**config.mk**
```make
export PLATFORM = sky130hd
export DESIGN_NAME = vector_sub_seq
export DESIGN_NICKNAME = d
export VERILOG_FILES = /design/src/rtl/vector_sub_seq_pkg.sv /design/src/rtl/vector_sub_seq_fixed_point_sub.sv /design/src/rtl/vector_sub_seq.sv
export SDC_FILE = /design/constraint.sdc
export NUM_CORES = 1
export LEC_CHECK = 0
export ABC_AREA = 1
export CAP_MARGIN = 20
export CELL_PAD_IN_SITES_DETAIL_PLACEMENT = 1
export CELL_PAD_IN_SITES_GLOBAL_PLACEMENT = 1
export CORE_MARGIN = 2
export CORE_UTILIZATION = 40
export DETAILED_ROUTE_END_ITERATION = 10
export HOLD_SLACK_MARGIN = 0.06
export PLACE_DENSITY = 0.81
export SLEW_MARGIN = 20
export SYNTH_ARGS = -nofsm -noshare
export SYNTH_HDL_FRONTEND = slang
export SYNTH_HIERARCHICAL = 1
export SYNTH_SLANG_ARGS = --single-unit
export TNS_END_PERCENT = 50
```
**constraint.sdc**
```tcl
create_clock -name clk -period 6.15 [get_ports clk]
set_input_delay 0.615 -clock clk [delete_from_list [all_inputs] [get_ports clk]]
set_output_delay 0.615 -clock clk [all_outputs]
set_load 0.005 [all_outputs]
```
**src/rtl/vector_sub_seq_pkg.sv**
```systemverilog
// Shared types for the sequential vector subtractor.
//   fixed_point : 32-bit signed Q16.16 scalar type and its saturation limits.
//   vector      : packed three-axis vector of fixed_point_t and an axis selector.
// No ports; imported by fixed_point_sub and vector_sub_seq.

package fixed_point;
  localparam int FP_WIDTH = 32;
  localparam int FP_FRAC  = 16;

  typedef logic signed [FP_WIDTH-1:0] fixed_point_t;

  localparam fixed_point_t FP_MAX = 32'sh7FFF_FFFF;
  localparam fixed_point_t FP_MIN = 32'sh8000_0000;
endpackage

package vector;
  import fixed_point::*;

  // x occupies the most significant 32 bits, z the least significant.
  typedef struct packed {
    fixed_point_t x;
    fixed_point_t y;
    fixed_point_t z;
  } vector_t;

  typedef enum logic [1:0] {
    AXIS_X = 2'd0,
    AXIS_Y = 2'd1,
    AXIS_Z = 2'd2
  } axis_e;
endpackage

```
**src/rtl/vector_sub_seq_fixed_point_sub.sv**
```systemverilog
// fixed_point_sub: combinational Q16.16 subtractor, result = op1 - op2.
// Ports:
//   op1      in  fixed_point_t  minuend
//   op2      in  fixed_point_t  subtrahend
//   result   out fixed_point_t  two's-complement wrapped difference
//   overflow out 1              signed overflow of the subtraction
// Saturation is left to the caller so this block stays a pure datapath.

module fixed_point_sub
  import fixed_point::*;
(
  input  fixed_point_t op1,
  input  fixed_point_t op2,
  output fixed_point_t result,
  output logic         overflow
);

  localparam int MSB = FP_WIDTH - 1;

  assign result = op1 - op2;

  // Subtraction can only overflow when the operand signs differ, and it has
  // overflowed exactly when the wrapped result lost the minuend's sign.
  assign overflow = (op1[MSB] != op2[MSB]) && (result[MSB] != op1[MSB]);

endmodule

```
**src/rtl/vector_sub_seq.sv**
```systemverilog
// vector_sub_seq: three-axis Q16.16 vector subtractor (result = op1 - op2)
// that reuses one fixed_point_sub across x, y, z, one axis per cycle.
// Ports:
//   clk           in  1         clock, all state on rising edge
//   rst_n         in  1         synchronous active-low reset
//   in_valid      in  1         operand pair presented
//   in_ready      out 1         block can accept operands (IDLE only)
//   op1, op2      in  vector_t  minuend / subtrahend
//   out_valid     out 1         result held and valid (DONE only)
//   out_ready     in  1         consumer accepts result
//   result        out vector_t  per-axis difference
//   overflow      out 1         OR of overflow_axis
//   overflow_axis out 3         per-axis overflow, bit0=x bit1=y bit2=z
// Parameter SATURATE: 0 wraps on overflow, 1 clamps to FP_MAX/FP_MIN.

module vector_sub_seq
  import fixed_point::*;
  import vector::*;
#(
  parameter int SATURATE = 0
) (
  input  logic         clk,
  input  logic         rst_n,
  input  logic         in_valid,
  output logic         in_ready,
  input  vector_t      op1,
  input  vector_t      op2,
  output logic         out_valid,
  input  logic         out_ready,
  output vector_t      result,
  output logic         overflow,
  output logic [2:0]   overflow_axis
);

  localparam int MSB = FP_WIDTH - 1;

  typedef enum logic [2:0] {
    IDLE  = 3'd0,
    SUB_X = 3'd1,
    SUB_Y = 3'd2,
    SUB_Z = 3'd3,
    DONE  = 3'd4
  } state_e;

  state_e       state_reg;
  logic         in_ready_reg;
  logic         out_valid_reg;
  vector_t      op1_reg;
  vector_t      op2_reg;
  fixed_point_t res_reg [3];
  logic         ovf_reg [3];

  axis_e        cur_axis;
  logic         sub_active;
  fixed_point_t mux_a;
  fixed_point_t mux_b;
  fixed_point_t diff;
  logic         diff_ovf;
  fixed_point_t axis_value;
  logic         accept;

  // Axis currently being computed, derived from the FSM state.
  always_comb begin
    cur_axis   = AXIS_X;
    sub_active = 1'b0;
    case (state_reg)
      SUB_X: begin cur_axis = AXIS_X; sub_active = 1'b1; end
      SUB_Y: begin cur_axis = AXIS_Y; sub_active = 1'b1; end
      SUB_Z: begin cur_axis = AXIS_Z; sub_active = 1'b1; end
      default: begin cur_axis = AXIS_X; sub_active = 1'b0; end
    endcase
  end

  // Operand mux feeding the single shared subtractor from the captured vectors.
  always_comb begin
    mux_a = op1_reg.x;
    mux_b = op2_reg.x;
    case (cur_axis)
      AXIS_Y: begin mux_a = op1_reg.y; mux_b = op2_reg.y; end
      AXIS_Z: begin mux_a = op1_reg.z; mux_b = op2_reg.z; end
      default: begin mux_a = op1_reg.x; mux_b = op2_reg.x; end
    endcase
  end

  fixed_point_sub u_sub (
    .op1      (mux_a),
    .op2      (mux_b),
    .result   (diff),
    .overflow (diff_ovf)
  );

  // On overflow the true result lies beyond the range on the minuend's side,
  // so the clamp direction follows the minuend's sign.
  always_comb begin
    axis_value = diff;
    if ((SATURATE != 0) && diff_ovf) begin
      axis_value = mux_a[MSB] ? FP_MIN : FP_MAX;
    end
  end

  assign accept = (state_reg == IDLE) && in_valid;

  always_ff @(posedge clk) begin
    if (!rst_n) begin
      state_reg     <= IDLE;
      in_ready_reg  <= 1'b1;
      out_valid_reg <= 1'b0;
      op1_reg       <= '0;
      op2_reg       <= '0;
    end else begin
      case (state_reg)
        IDLE: begin
          if (in_valid) begin
            op1_reg      <= op1;
            op2_reg      <= op2;
            in_ready_reg <= 1'b0;
            state_reg    <= SUB_X;
          end
        end
        SUB_X: state_reg <= SUB_Y;
        SUB_Y: state_reg <= SUB_Z;
        SUB_Z: begin
          state_reg     <= DONE;
          out_valid_reg <= 1'b1;
        end
        DONE: begin
          if (out_ready) begin
            state_reg     <= IDLE;
            out_valid_reg <= 1'b0;
            in_ready_reg  <= 1'b1;
          end
        end
        default: begin
          state_reg     <= IDLE;
          out_valid_reg <= 1'b0;
          in_ready_reg  <= 1'b1;
        end
      endcase
    end
  end

  // One result/flag register per axis, written only in that axis's cycle, so
  // the other axes keep their previous values while the vector is in flight.
  genvar gi;
  generate
    for (gi = 0; gi < 3; gi++) begin : g_axis
      always_ff @(posedge clk) begin
        if (!rst_n) begin
          res_reg[gi] <= '0;
          ovf_reg[gi] <= 1'b0;
        end else if (accept) begin
          ovf_reg[gi] <= 1'b0;
        end else if (sub_active && (cur_axis == axis_e'(gi))) begin
          res_reg[gi] <= axis_value;
          ovf_reg[gi] <= diff_ovf;
        end
      end
    end
  endgenerate

  assign result.x      = res_reg[0];
  assign result.y      = res_reg[1];
  assign result.z      = res_reg[2];
  assign overflow_axis = {ovf_reg[2], ovf_reg[1], ovf_reg[0]};
  assign overflow      = |overflow_axis;

  // Handshake outputs are forced low for as long as reset is asserted.
  assign in_ready  = in_ready_reg & rst_n;
  assign out_valid = out_valid_reg & rst_n;

endmodule

```
Word-level counts from Yosys, hierarchy flattened
Memory sizes are Yosys's and may differ from the RTL's.
Cells that the tools add are included.
- latch bits: 0
- memory bits (writable): 99
- bits in registers: 197
- ROM bits: 0
- memories kept: 2
- equal/unequal tests: 10
- add/sub/neg operators: 1
- muxes and demuxes: 37
- $lt $le $gt $ge: 0
- bitwise operators: 13
- reduce and logical (&&, ||, !) cells: 14
- $mul: 0
- div/mod/pow operators: 0
- shifts and indexed selects: 0
- memories (memory ; depth ; bits a word ; read ports ; clocked after memory_dff ; wr ports ; RTL line ; text):
    res_reg ; 3 ; 32 ; 3 ; 0 ; 3 ; vector_sub_seq.sv:50 ; fixed_point_t res_reg [3];
    ovf_reg ; 3 ; 1 ; 3 ; 0 ; 3 ; vector_sub_seq.sv:51 ; logic ovf_reg [3];
- operators with widths (kind ; count):
    case mux 32 bit (2 select lines) ; 2
    2-to-1 mux 32 bit ; 3
    subtractor 32 bit ; 1
    2-to-1 mux 1 bit ; 26
    case mux 3 bit (5 select lines) ; 1
    bitwise OR 1 bit ; 9
    OR reduction 3 bit ; 3
    equality test 3 x 2 -> 1 bit, second input constant ; 2
    2-to-1 mux 3 bit ; 2
    case mux 1 bit (3 select lines) ; 2
    AND reduction 2 bit ; 3
    logical AND 1 bit ; 5
    != test 2 bit, second input constant ; 2
    case mux 2 bit (2 select lines) ; 1
    equality test 3 x 1 -> 1 bit, second input constant ; 1
    equality test 3 bit, second input constant ; 1
    logical NOT 3 bit ; 1
    AND reduction 3 bit ; 1
    AND 1 bit ; 2
    equality test 2 x 1 -> 1 bit, second input constant ; 1
    equality test 2 bit, second input constant ; 1
    logical NOT 2 bit ; 1
    != test 1 bit ; 2
    NOT 1 bit ; 2

Logic depth before layout (Yosys ltp)
- depth after elaboration: 9
- depth in mapped cells: 26

Hierarchy
Netlist, hierarchy kept.
- modules (own cells, without submodules) (module ; instances ; cells an instance ; area an instance (sq um)):
    vector_sub_seq ; 1 ; 1555 ; 12597.1
    fixed_point_sub ; 1 ; 542 ; 2537.4

Worst setup path after synthesis
Ideal clock, no wire load.
- kind: reg2reg
- from: register state_reg[1]
- to: memory res_reg[2][0] (netlist name), enable pin
- path buffers: 2
- data arrival time: 3.665 ns
- period minus slack after synthesis: 4.131 ns
- library setup time: 0.466 ns
- stages on the path, launching flop included: 8
- setup slack: 2.019 ns
- cell sequence: dfxtp_1 inv_2 nor3_1 ha_1 inv_1 clkbuf_1 buf_2 o21ai_0
- RTL lines (what ; RTL line ; text):
    start: declaration ; vector_sub_seq.sv:45 ; state_e state_reg;
    start signal: assignment ; vector_sub_seq.sv:105 ; state_reg <= IDLE;
    start signal: assignment ; vector_sub_seq.sv:117 ; state_reg <= SUB_X;
    start signal: assignment ; vector_sub_seq.sv:120 ; SUB_X: state_reg <= SUB_Y;
    end: declaration ; vector_sub_seq.sv:50 ;

==> impl_metrics.py <==
metrics = {
    "status": {
        "outcome": "completed",
    },
    "floorplan": {
        "coreArea_um2": 37490,
        "die_w_um": 198.5,
        "io_pins": 298,
        "core.rowCount": 71,
        "die_h_um": 198.5,
        "die-area_um2": 39410,
        "initial_core_util": 0.4037,
    },
    "yosys": {
        "ys_warn_count": 6,
        "yosysSeqAreaShare": 0.4563,
        "syn_avg_cell_area_um2": 7.217,
        "syn_nets": 2329,
        "yosysUniqueCellTypes": 33,
        "syn_inst": 2097,
        "ys_ff_latch": 296,
        "synth_area_um2": 15130,
    },
    "grt": {
        "globalRouteTotalUtil": 0.2553,
        "grt_pass1_wl_mm": 78.78,
        "grt_pass1_vias": 14487,
        "grt_start_max_net_pins": 121,
        "antenna_found_initial": 0,
        "gr-total-overflow": 0,
    },
    "clock_network": {
        "cts_root_buf": "clkbuf_16",
        "ctsResizeCount": 0,
        "numCtsBuffers": 31,
        "cts_buffer_depth": 3,
        "post_cts_buffers": 0,
        "cts_hold_buf": 0,
        "clock-sinks": 296,
        "cts_tree": "yes",
        "clkLatencyLatePin_ns": 0.60,
        "clkTransAtPathRegs_ns": 0.06,
        "htree_levels": 1,
    },
    "sta": {
        "min_period_over_period": 0.7589,
        "relSlewSlack": 0.2715,
        "tns_ns": 0,
        "rsz0062_at_grt": "no",
        "worst_slew_pin_slew_ns": 1.093,
        "finClkSkew_ns": 0.01445,
        "finalMaxSlewViolations": 0,
        "hold_violations": 0,
        "fin_crit_ns": 4.667,
        "finalSetupViolCount": 0,
        "fmax_ghz": 0.2143,
    },
    "cells_and_area": {
        "seqCellArea_um2": 6907,
        "area_growth_syn_to_layout_pct": 28.13,
        "fin_nets": 2563,
        "fill_cells": 4686,
        "multiInputGateArea_um2": 6280,
        "layout-drive-gt1-share": 0.06837,
        "diodes": 0,
    },
    "setup_path": {
        "endpoint_kind": "flop",
        "critical_path_class": "flop to flop",
        "crit_arrival_ns": 5.07,
        "path_max_fanout": 44,
        "crit_required_ns": 6.55,
        "startpoint_type": "flop",
    },
    "drt": {
        "first_iter_violations": 620,
        "vias_per_cell": 4.899,
        "wirelength_mm": 51.05,
        "via_count": 14040,
        "ant_nets": 0,
        "wl_per_cell_um": 17.81,
        "drt_pass1_iterations": 5,
        "drcViolationCount": 0,
    },
    "power_and_ir_drop": {
        "leakage_nw": 7.899,
        "total_power_mw": 5.934,
        "irDropWorstVdd_mv": 0.2414,
        "power.density_nw_per_um2": 306.0,
    },
    "run": {
        "max_cap_viol_count": 0,
    },
    "worst_hold_path": {
        "hold_class": "flop to flop",
    },
    "place": {
        "io_buffers": 297,
        "place.gp.congestion": 0.8574,
        "dp_hpwl_mm": 38.38,
    },
}
[cell families after synthesis]
| group | after synthesis | share of synthesized area |
|---|---|---|
| AO/OA/AOI/OAI | 354 | 0.1406 |
| XOR/XNOR | 14 | 0.008102 |
| adder cells (fa/ha/maj) | 36 | 0.03026 |
| buffers and inverters | 498 | 0.1311 |
| flip-flops | 296 | 0.4563 |
| AND/OR/NAND/NOR | 899 | 0.2335 |
[Yosys cell counts]
library cell	instances	area (µm²)
a21o_1	1	7.510
a21oi_1	146	730.7
a21oi_2	70	613.1
and2_1	1	6.260
buf_1	13	48.80
buf_2	44	220.2
buf_4	14	105.1
buf_6	1	11.26
clkbuf_1	35	131.4
clkinv_1	1	3.750
dfxtp_1	198	3964
edfxtp_1	98	2943
fa_1	1	20.02
ha_1	35	437.9
inv_1	388	1456
inv_2	2	7.510
nand2_1	696	2613
nand2_2	10	62.56
nand2_4	1	11.26
nand3_1	28	140.1
nand3_2	3	30.03
nand4_1	5	31.28
nor2_1	113	424.2
nor2_2	3	18.77
nor3_1	37	185.2
o21ai_0	70	350.3
o21bai_1	2	15.01
o21bai_2	1	11.26
o22ai_1	64	400.4
or2_1	1	6.260
or3_1	1	6.260
xnor2_1	2	17.52
xor2_1	12	105.1
[final timing paths]
check,cells after the start,slack [ns],endpoint,from
setup / recovery,21,1.48,res_reg[0][20]$_SDFFCE_PN0P_,state_reg[1]$_SDFFE_PN0P_
hold / removal,2,0.46,in_ready_reg$_SDFFE_PN1P_,in_ready_reg$_SDFFE_PN1P_
setup reg to reg,21,1.48,res_reg[0][20]$_SDFFCE_PN0P_,state_reg[1]$_SDFFE_PN0P_
hold reg to reg,2,0.46,in_ready_reg$_SDFFE_PN1P_,in_ready_reg$_SDFFE_PN1P_
[layer usage]
metal	track usage	part of all wire
met1	0.3360	0.45
met5	0	0
met2	0.4378	0.47
met4	0.08375	0.031
met3	0.02882	0.045
[final cells by class]
type / instances / share of cell area
tap: 511 / 0.03297
clock buffer: 47 / 0.04645
sequential: 296 / 0.3562
timing repair buffer: 308 / 0.1595
inverter: 391 / 0.07620
clock inverter: 10 / 0.004904
multi-input combinational: 1303 / 0.3238
[through the flow]
step                  util  std cells  worst slack (ns)  hold slack [ns]  cell area, µm²
global placement    0.4906       2809             1.772           0.4513           18390
CTS                 0.5173       2866             1.531           0.4670           19390
finish              0.5173       2866             1.483           0.4599           19390
global route        0.5173       2866             1.049           0.4858           19390
detailed placement  0.4907       2809             1.550           0.4577           18400
floorplan                -       2097             2.019           0.4344           15130
[cell usage in the layout (no fill, tap or decap), types with 2 or more instances in the layout]
cell             count
a21oi_1            146
a21oi_2             70
buf_12               3
buf_4                8
clkbuf_1             6
clkbuf_16           31
clkbuf_2             4
clkbuf_8             6
clkdlybuf4s50_1    297
clkinv_2             6
clkinvlp_4           2
dfxtp_1            198
edfxtp_1            98
ha_1                34
inv_1              386
inv_2                3
inv_6                2
nand2_1            694
nand2_2             12
nand3_1             28
nand3_2              2
nand4_1              5
nor2_1             113
nor2_2               3
nor3_1              37
o21ai_0             67
o21ai_2              3
o21bai_1             2
o22ai_1             64
xnor2_1              2
xor2_1              12
[critical path: stages, from the launching register on]
cell and delay, ns:
dfxtp_1 0.37, inv_2 0.09, nor3_1 0.40, inv_1 0.20, ha_1 0.28, inv_2 0.67
o22ai_1 0.14, nand2_1 0.09, o21ai_0 0.13, ha_1 0.27, fa_1 0.43, inv_1 0.13
nand3_1 0.08, nand3_1 0.17, nand3_1 0.11, nand3_1 0.21, nand2_1 0.11, nand2_1 0.08
nand2_1 0.05, nand2_1 0.12, inv_1 0.11, nor3_1 0.22
[where the power goes]
group          total [mW]  internal (mW)  switching (mW)
logic                1.79          0.629            1.16
registers            2.29           2.20          0.0827
clock network        1.85           1.05           0.802
Note: power is estimated with default switching activity, not from simulation.
